### src/rtl/servo_output_limiter_if.sv
// rtl/servo_output_limiter_if.sv - filter-to-DAC sample path of the servo output limiter
interface servo_output_limiter_if #(
  parameter int SIGNAL_SIZE = 16
);
  logic signed [SIGNAL_SIZE-1:0] signal_in;
  logic signed [SIGNAL_SIZE-1:0] signal_out;
  logic        [1:0]             railed_out;

  modport master (
    output signal_in,
    input  signal_out,
    input  railed_out
  );

  modport slave (
    input  signal_in,
    output signal_out,
    output railed_out
  );
endinterface

### src/rtl/servo_output_limiter.sv
// rtl/servo_output_limiter.sv - clamp to min/max rails, registered railed flags, dwell alarm and rail-entry count
module servo_output_limiter #(
  parameter int SIGNAL_SIZE = 16,
  parameter int DWELL_WIDTH = 24,
  parameter int COUNT_WIDTH = 16
) (
  input  logic                          clk_in,
  input  logic                          rst_n_in,
  input  logic                          on_in,
  input  logic signed [SIGNAL_SIZE-1:0] min_in,
  input  logic signed [SIGNAL_SIZE-1:0] max_in,
  input  logic        [DWELL_WIDTH-1:0] alarm_cycles_in,
  input  logic                          clear_in,
  servo_output_limiter_if.slave         sig_if,
  output logic                          alarm_out,
  output logic        [COUNT_WIDTH-1:0] rail_count_out
);

  typedef enum logic [1:0] {
    TRACK   = 2'd0,
    RAIL_LO = 2'd1,
    RAIL_HI = 2'd2,
    ALARM   = 2'd3
  } state_t;

  state_t                        state_q, state_d, target_c;
  logic signed [SIGNAL_SIZE-1:0] signal_q, signal_d, clamp_c;
  logic        [1:0]             railed_q, railed_d, railed_c;
  logic        [DWELL_WIDTH-1:0] dwell_q, dwell_d, dwell_inc;
  logic        [COUNT_WIDTH-1:0] count_q, count_d, count_inc;

  // Both rail tests may fire together only when min == max and the input sits on it.
  always_comb begin
    clamp_c  = sig_if.signal_in;
    railed_c = 2'b00;
    if (min_in > max_in) begin
      clamp_c  = min_in;
      railed_c = 2'b11;
    end else begin
      if (sig_if.signal_in >= max_in) begin
        clamp_c     = max_in;
        railed_c[1] = 1'b1;
      end
      if (sig_if.signal_in <= min_in) begin
        clamp_c     = min_in;
        railed_c[0] = 1'b1;
      end
    end
  end

  always_comb begin
    target_c = TRACK;
    if (railed_c[0]) begin
      target_c = RAIL_LO;
    end else if (railed_c[1]) begin
      target_c = RAIL_HI;
    end
  end

  assign dwell_inc = (dwell_q == '1) ? dwell_q : dwell_q + 1'b1;
  assign count_inc = (count_q == '1) ? count_q : count_q + 1'b1;

  always_comb begin
    state_d  = state_q;
    dwell_d  = dwell_q;
    count_d  = count_q;
    signal_d = on_in ? clamp_c : '0;
    railed_d = on_in ? railed_c : 2'b00;

    if (!on_in) begin
      dwell_d = '0;
      if (state_q != ALARM) begin
        state_d = TRACK;
      end
    end else begin
      case (state_q)
        TRACK, RAIL_LO, RAIL_HI: begin
          if (target_c == TRACK) begin
            state_d = TRACK;
            dwell_d = '0;
          end else begin
            if (target_c == state_q) begin
              dwell_d = dwell_inc;
            end else begin
              dwell_d = DWELL_WIDTH'(1);
              count_d = count_inc;
            end
            state_d = target_c;
            if ((alarm_cycles_in != '0) && (dwell_d == alarm_cycles_in)) begin
              state_d = ALARM;
            end
          end
        end
        ALARM: begin
          state_d = ALARM;
        end
        default: begin
          state_d = TRACK;
        end
      endcase
    end

    // Clear re-derives the state from the live input without counting an entry.
    if (clear_in) begin
      count_d = '0;
      dwell_d = '0;
      state_d = on_in ? target_c : TRACK;
    end
  end

  always_ff @(posedge clk_in or negedge rst_n_in) begin
    if (!rst_n_in) begin
      state_q  <= TRACK;
      signal_q <= '0;
      railed_q <= 2'b00;
      dwell_q  <= '0;
      count_q  <= '0;
    end else begin
      state_q  <= state_d;
      signal_q <= signal_d;
      railed_q <= railed_d;
      dwell_q  <= dwell_d;
      count_q  <= count_d;
    end
  end

  assign sig_if.signal_out = signal_q;
  assign sig_if.railed_out = railed_q;
  assign alarm_out         = (state_q == ALARM);
  assign rail_count_out    = count_q;

endmodule

### src/flat_wrapper.sv
// flat-port wrapper written by rule: the top's interface ports become plain ports
module servo_output_limiter_flat 
#(
  parameter int SIGNAL_SIZE = 16,
  parameter int DWELL_WIDTH = 24,
  parameter int COUNT_WIDTH = 16
)
  (clk_in, rst_n_in, on_in, min_in, max_in, alarm_cycles_in, clear_in, alarm_out, rail_count_out, sig_if_signal_in, sig_if_signal_out, sig_if_railed_out);
  servo_output_limiter_if #(.SIGNAL_SIZE(SIGNAL_SIZE)) sig_if_i ();
  input  logic clk_in;
  input  logic rst_n_in;
  input  logic on_in;
  input  logic signed [SIGNAL_SIZE-1:0] min_in;
  input  logic signed [SIGNAL_SIZE-1:0] max_in;
  input  logic        [DWELL_WIDTH-1:0] alarm_cycles_in;
  input  logic clear_in;
  output logic alarm_out;
  output logic        [COUNT_WIDTH-1:0] rail_count_out;
  input wire logic [$bits(sig_if_i.signal_in)-1:0] sig_if_signal_in;
  output wire logic [$bits(sig_if_i.signal_out)-1:0] sig_if_signal_out;
  output wire logic [$bits(sig_if_i.railed_out)-1:0] sig_if_railed_out;
  assign sig_if_i.signal_in = sig_if_signal_in;
  assign sig_if_signal_out = sig_if_i.signal_out;
  assign sig_if_railed_out = sig_if_i.railed_out;
  servo_output_limiter #(.SIGNAL_SIZE(SIGNAL_SIZE), .DWELL_WIDTH(DWELL_WIDTH), .COUNT_WIDTH(COUNT_WIDTH)) u_core (.clk_in(clk_in), .rst_n_in(rst_n_in), .on_in(on_in), .min_in(min_in), .max_in(max_in), .alarm_cycles_in(alarm_cycles_in), .clear_in(clear_in), .sig_if(sig_if_i), .alarm_out(alarm_out), .rail_count_out(rail_count_out));
endmodule
### config.mk
export PLATFORM = sky130hd
export DESIGN_NAME = servo_output_limiter_flat
export DESIGN_NICKNAME = d
export VERILOG_FILES = /design/src/rtl/servo_output_limiter_if.sv /design/src/rtl/servo_output_limiter.sv /design/src/flat_wrapper.sv
export SDC_FILE = /design/constraint.sdc
export NUM_CORES = 1
export LEC_CHECK = 0
export ABC_AREA = 0
export BUFFER_PORTS_ARGS = -buffer_cell sky130_fd_sc_hd__buf_4
export CAP_MARGIN = 5
export CELL_PAD_IN_SITES_DETAIL_PLACEMENT = 0
export CELL_PAD_IN_SITES_GLOBAL_PLACEMENT = 1
export CORE_MARGIN = 5
export CORE_UTILIZATION = 41
export CTS_CLUSTER_DIAMETER = 50
export DETAILED_ROUTE_END_ITERATION = 8
export GPL_TIMING_DRIVEN = 0
export PLACE_DENSITY = 0.84
export SLEW_MARGIN = 0
export SYNTH_ARGS = -nofsm -noshare
export SYNTH_HDL_FRONTEND = slang
export SYNTH_SLANG_ARGS = --single-unit
### constraint.sdc
create_clock -name clk_in -period 4.1 [get_ports clk_in]
set_input_delay 0.82 -clock clk_in [delete_from_list [all_inputs] [get_ports clk_in]]
set_output_delay 0.82 -clock clk_in [all_outputs]
set_load 0.1 [all_outputs]
## Yosys cells after proc, flatten, opt, wreduce, memory -nomap -nowiden

Index checks and enable logic that the tools add are counted.

- Register bits: 60
- Input port bits: 76
- Output and inout port bits: 35
- Logic and storage cells: 63

- $add $sub $neg: 2
- Order comparisons: 3
- Equal/unequal tests: 12
- Mux-type cells: 32
- Reductions and logical operators: 9

Operator list:

| operator | number |
|---|---|
| 24-bit two-way mux | 9 |
| 16-bit two-way mux | 10 |
| 24-bit by 1-bit adder with 24-bit output (second input constant) | 1 |
| 24-bit == test | 1 |
| 24-bit == test (second input constant) | 1 |
| 24-bit nonzero test | 1 |
| 2-bit two-way mux | 10 |
| 16-bit by 1-bit adder with 16-bit output (second input constant) | 1 |
| 16-bit == test (second input constant) | 1 |
| 16-bit >= comparator | 1 |
| 16-bit greater-than comparator | 1 |
| 16-bit <= comparator | 1 |
| 2-bit inequality test (second input constant) | 4 |
| 5-bit AND reduction | 1 |
| 2-bit == test (second input constant) | 2 |
| 2-bit zero test | 2 |
| 2-bit one-hot mux with 2 select lines | 1 |
| 2-bit nonzero test | 2 |
| 3-bit by 1-bit inequality test with 1-bit output (second input constant) | 1 |
| 3-bit nonzero test | 1 |
| 3-bit OR reduction | 1 |
| 2-bit by 1-bit == test with 1-bit output (second input constant) | 1 |
| 2-bit == test | 1 |
| 1-bit two-way mux | 2 |
| 1-bit logical AND | 1 |

## Longest topological paths before layout

- Word-level depth: 17
- Gate-level depth with buffers: 16
- Gate-level depth less buffers: 12

## Least setup slack after synthesis

Ideal clock, no wire load.

- Kind: input -> register
- Start point: in max_in[15]
- End point: reg u_core.dwell_q[17]
- Setup time: 0.096 ns
- Arrival time: 3.903 ns
- Data required time: 4.004 ns
- Setup slack: 0.101 ns
- Stages on the path: 16
- Buffers on the path: 4
- Path through: inv_1 > ha_1 > buf_6 > nand4_4 > nor2_1 > or3_1 > buf_2 > o311a_1 > or4_1 > buf_2 > o31a_1 > or3_4 > buf_2 > a21oi_1 > o21ai_0 > o31ai_1

- Longest elaborated chain between the ends: 14
- Elaborated cells between the ends (all ways): 16
- Classes of those cells: order compare (2); eq/ne (1); mux (12); reduce/logical (1)

RTL lines:

| what | RTL line | RTL |
|---|---|---|
| start, declared | flat_wrapper.sv:14 | `input logic signed [SIGNAL_SIZE-1:0] max_in;` |
| 16-bit >= comparator | servo_output_limiter.sv:40 | `if (sig_if.signal_in >= max_in) begin` |
| 1-bit two-way mux | servo_output_limiter.sv:40 |  |
| 2-bit two-way mux (*) | servo_output_limiter.sv:36 | `if (min_in > max_in) begin` |
| 2-bit two-way mux | servo_output_limiter.sv:55 | `end else if (railed_c[1]) begin` |
| 2-bit two-way mux (*) | servo_output_limiter.sv:53 | `if (railed_c[0]) begin` |
| 2-bit == test | servo_output_limiter.sv:82 | `if (target_c == state_q) begin` |
| 24-bit two-way mux | servo_output_limiter.sv:82 |  |
| 24-bit two-way mux | servo_output_limiter.sv:78 | `if (target_c == TRACK) begin` |
| 24-bit two-way mux | servo_output_limiter.sv:76 | `case (state_q)` |
| 24-bit two-way mux | servo_output_limiter.sv:70 | `if (!on_in) begin` |
| 24-bit two-way mux (*) | servo_output_limiter.sv:78 |  |
| 24-bit two-way mux (*) | servo_output_limiter.sv:76 |  |
| 24-bit two-way mux (*) | servo_output_limiter.sv:70 |  |
| 24-bit two-way mux (*) | servo_output_limiter.sv:104 | `if (clear_in) begin` |
| end signal, assigned | servo_output_limiter.sv:122 | `dwell_q <= dwell_d;` |
| end, declared | servo_output_limiter.sv:29 | `logic [DWELL_WIDTH-1:0] dwell_q, dwell_d, dwell_inc;` |

Every way passes the cells marked *; elsewhere a longest branch is shown, timed or not. The select of a mux whose other input is x is not followed.
A chain may end at the register's enable or synchronous reset.

## Worst setup path after layout

- Start point: in sig_if_signal_in[15]
- End point: reg u_core.dwell_q[11]

- Longest elaborated chain between the ends: 14
- Elaborated cells between the ends (all ways): 17
- Classes of those cells: order compare (2); eq/ne (1); mux (13); reduce/logical (1)

RTL lines:

| what | RTL line | RTL |
|---|---|---|
| start, declared | flat_wrapper.sv:19 | `input wire logic [$bits(sig_if_i.signal_in)-1:0] sig_if_signal_in;` |
| 16-bit >= comparator | servo_output_limiter.sv:40 |  |
| 1-bit two-way mux | servo_output_limiter.sv:40 |  |
| 2-bit two-way mux (*) | servo_output_limiter.sv:36 |  |
| 2-bit two-way mux | servo_output_limiter.sv:55 |  |
| 2-bit two-way mux (*) | servo_output_limiter.sv:53 |  |
| 2-bit == test | servo_output_limiter.sv:82 |  |
| 24-bit two-way mux | servo_output_limiter.sv:82 |  |
| 24-bit two-way mux | servo_output_limiter.sv:78 |  |
| 24-bit two-way mux | servo_output_limiter.sv:76 |  |
| 24-bit two-way mux | servo_output_limiter.sv:70 |  |
| 24-bit two-way mux (*) | servo_output_limiter.sv:78 |  |
| 24-bit two-way mux (*) | servo_output_limiter.sv:76 |  |
| 24-bit two-way mux (*) | servo_output_limiter.sv:70 |  |
| 24-bit two-way mux (*) | servo_output_limiter.sv:104 |  |

Marked as above.

==> flow_metrics.py <==
metrics = {
    "die": {
        "start_util": 0.420,
        "fp.dieW_um": 127,
        "die_h_um": 127,
        "pin_count": 111,
        "core_area_mm2": 0.0133,
        "rows": 42,
        "die_area_mm2": 0.0161,
    },
    "cts": {
        "clkLatencyLatePin_ns": 0.34,
        "cts_root_buffer": "clkbuf_16",
        "numCtsBuffers": 9,
        "clockBufferDepth": 2,
        "cts-htree-levels": 3,
        "cts_tree": "yes",
        "clock_sink_count": 60,
        "clk_pin_slew_worst_paths_ns": 0.06,
    },
    "finish": {
        "fin_nets": 963,
        "diodes": 0,
        "syn2layout_area_growth_pct": 28.6,
        "layout-drive-gt1-share": 0.208,
        "fill_cells": 1306,
        "utilization": 0.540,
        "final_cells": 1018,
        "post-route-cell-area_mm2": 0.00719,
    },
    "setup_path": {
        "worstSetupEndpointType": "flop",
        "path_cells": "buf_4 > ha_1 > buf_6 > nand4_4 > nor2_1 > or3_4 > o311a_1 > or4_1 > buf_6 > o31a_4 > or3_4 > buf_8 > buf_12 > o31ai_1",
        "worstReg2RegEnd": "u_core.state_q[1]",
        "crit_path_start": "sig_if_signal_in[15]",
        "reg2reg_slack_ns": 0.23,
        "cp.arrival_ns": 4.26,
        "path_class": "primary input to flop",
        "startpoint_type": "primary input",
        "crit_fanout": 8,
        "cp_slowest_cell": "or4_1",
        "rr_startpoint": "u_core.dwell_q[0]",
        "worstPathRequired_ns": 4.35,
        "slowest_delay_ns": 0.53,
        "ff2ff_path_depth": 12,
    },
    "global_routing": {
        "grt_usage": 0.246,
        "first_global_vias": 6146,
        "grt_pass1_wl_um": 31700,
        "antenna_found_initial": 0,
        "grt_max_degree": 61,
        "grt_remaining_overflow": 0,
    },
    "hold_path": {
        "hold_class": "flop to flop",
        "hold_depth": 1,
        "whs_endpoint": "u_core.dwell_q[20]",
        "holdCritStartpoint": "u_core.dwell_q[20]",
    },
    "power_and_ir_drop": {
        "cellLeakagePower_nw": 3.19,
        "ir_worst_vdd_v": 0.000183,
        "powerDensity_mw_per_mm2": 309,
    },
    "placement": {
        "dp_cells": 996,
        "post-dp-hpwl_um": 15700,
        "preCtsSetupSlack_ns": -0.725,
        "gp_congestion": 0.924,
        "numPortBuffers": 110,
        "post_dp_cell_area_mm2": 0.00664,
    },
    "logic_synthesis": {
        "yosysWarnings": 0,
        "synth_area_mm2": 0.00559,
        "synth_area_leaders": "dfrtp_1 27%, ha_1 11%, nand2_1 4.8%, nor2_1 4.5%, a21oi_1 4.0%",
        "seq_area_frac_synth": 0.269,
        "syn_avg_cell_area_um2": 7.87,
        "synth_commonest_cells": "71 x nand2_1, 67 x nor2_1, 60 x dfrtp_1, 50 x ha_1",
        "ys_ff_latch": 60,
        "yosysTopAreaCellShare": 0.269,
        "synth_cell_types": 68,
        "yosysMostFrequentCell": "nand2_1",
        "yosys.area.top_type": "dfrtp_1",
        "synth_fp_nets": 836,
        "synth_cells": 710,
        "synthArstFlopShare": 1.00,
        "synth_edf_count": 0,
        "synth_ff_type": "dfrtp_1",
    },
    "run": {
        "maxCapViolations": 0,
    },
    "timing": {
        "min_period_ns": 4.01,
        "setup_slack_ns": 0.0906,
        "setup_violations": 0,
        "maxSlewHeadroom": 0.353,
        "timing.final.crit_share": 0.978,
        "worst_slew_pin_slew_ns": 0.961,
        "finalMaxSlewViolations": 0,
        "clock-skew-final_ns": 0.00941,
        "max_freq_mhz": 249,
        "hold_viol": 0,
    },
    "detailed_routing": {
        "ant_nets": 0,
        "wl_per_cell_um": 19.8,
        "drcViolationCount": 0,
        "dr.pass1.iters": 5,
        "drtIter0Drc": 577,
        "viasPerCell": 5.97,
        "routed_wl_um": 20200,
        "vias": 6075,
    },
    "outcome": {
        "outcome": "finished, final reports clean",
    },
}
[placed cells by master (no fill, tap or decap), drive strengths merged, types with 23 or more instances in the layout]
master,instances
nor3,23
ha,50
inv,46
clkbuf,29
nand2,71
buf,127
dfrtp,60
a21oi,45
nand4,24
o21ai,50
nor2,67
[cell type report]
cell class	instances	area [µm²]	share of cell area
clock buffer	9	225	0.0313
inverter	45	169	0.0235
buffer	27	149	0.0207
multi-input combinational	574	3930	0.547
timing repair buffer	120	913	0.127
clock inverter	7	75.1	0.0104
tap	176	220	0.0306
sequential	60	1500	0.209
[critical path: cells and delay by family]
family | cells | cell delay, ns
adder cells (fa/ha/maj) | 1 | 0.29
AND/OR/NAND/NOR | 5 | 1.54
AO/OA/AOI/OAI | 3 | 0.87
buffers and inverters | 5 | 0.71
[layer usage]
metal	up-vias	part of all wire	GRT usage
met5	-	0	0
met4	0	0.030	0.0934
met3	47	0.072	0.0563
met2	224	0.46	0.399
met1	2915	0.44	0.318
li1	2889	-	-
[stage by stage]
stage	total power [W]	TNS, ns	hold WS [ns]
after global routing	0.00231	-0.00536	0.569
after floorplan	0.00113	0	0.495
after CTS	0.00218	0	0.550
final	0.00222	0	0.547
after global placement	0.00138	-18.65	0.526
after detailed placement	0.00138	-21.45	0.538
[flip-flops by register name, summed over array words and instances (netlist names)]
| register | flops |
|---|---|
| u_core.rail_count_out | 16 |
| u_core.dwell_q | 24 |
| u_core.state_q | 2 |
| u_core.sig_if.signal_out | 16 |
| u_core.sig_if.railed_out | 2 |
[worst max-delay path by stage]
stage	endpoint	slack (ns)	cells after the start
after detailed placement	u_core.state_q[1]	-0.72	15
final	u_core.dwell_q[11]	0.09	14
after CTS	u_core.dwell_q[19]	0.01	16
after global routing	u_core.dwell_q[11]	-0.005	15
after floorplan	u_core.dwell_q[17]	0.10	16
after global placement	u_core.state_q[1]	-0.64	15
[cells by family (layout without fill, tap and decap cells)]
group           after synthesis  in the layout  share of synthesized area
simple gates                277            277                      0.251
compound gates              195            195                      0.227
buf+inv                      76            208                     0.0551
flops                        60             60                      0.269
fa+ha+maj                    50             50                      0.112
xor+xnor                     33             33                     0.0517
mux                          19             19                     0.0340
[timing repair]
action                                  CTS  global route
setup buffers                             0            10
endpoints found under the hold margin     0             0
endpoints found under the setup margin   38            35
hold buffers                              0             0
resized for setup                        10            38
pin swaps                                 0             8
[where the power goes]
part / total (W) / internal (W) / switching [W]
registers: 0.000637 / 0.000619 / 0.0000181
logic: 0.000793 / 0.000268 / 0.000525
clock network: 0.000788 / 0.000474 / 0.000315
total: 0.00222 / 0.00136 / 0.000858
(Power assumes the default switching activity.)
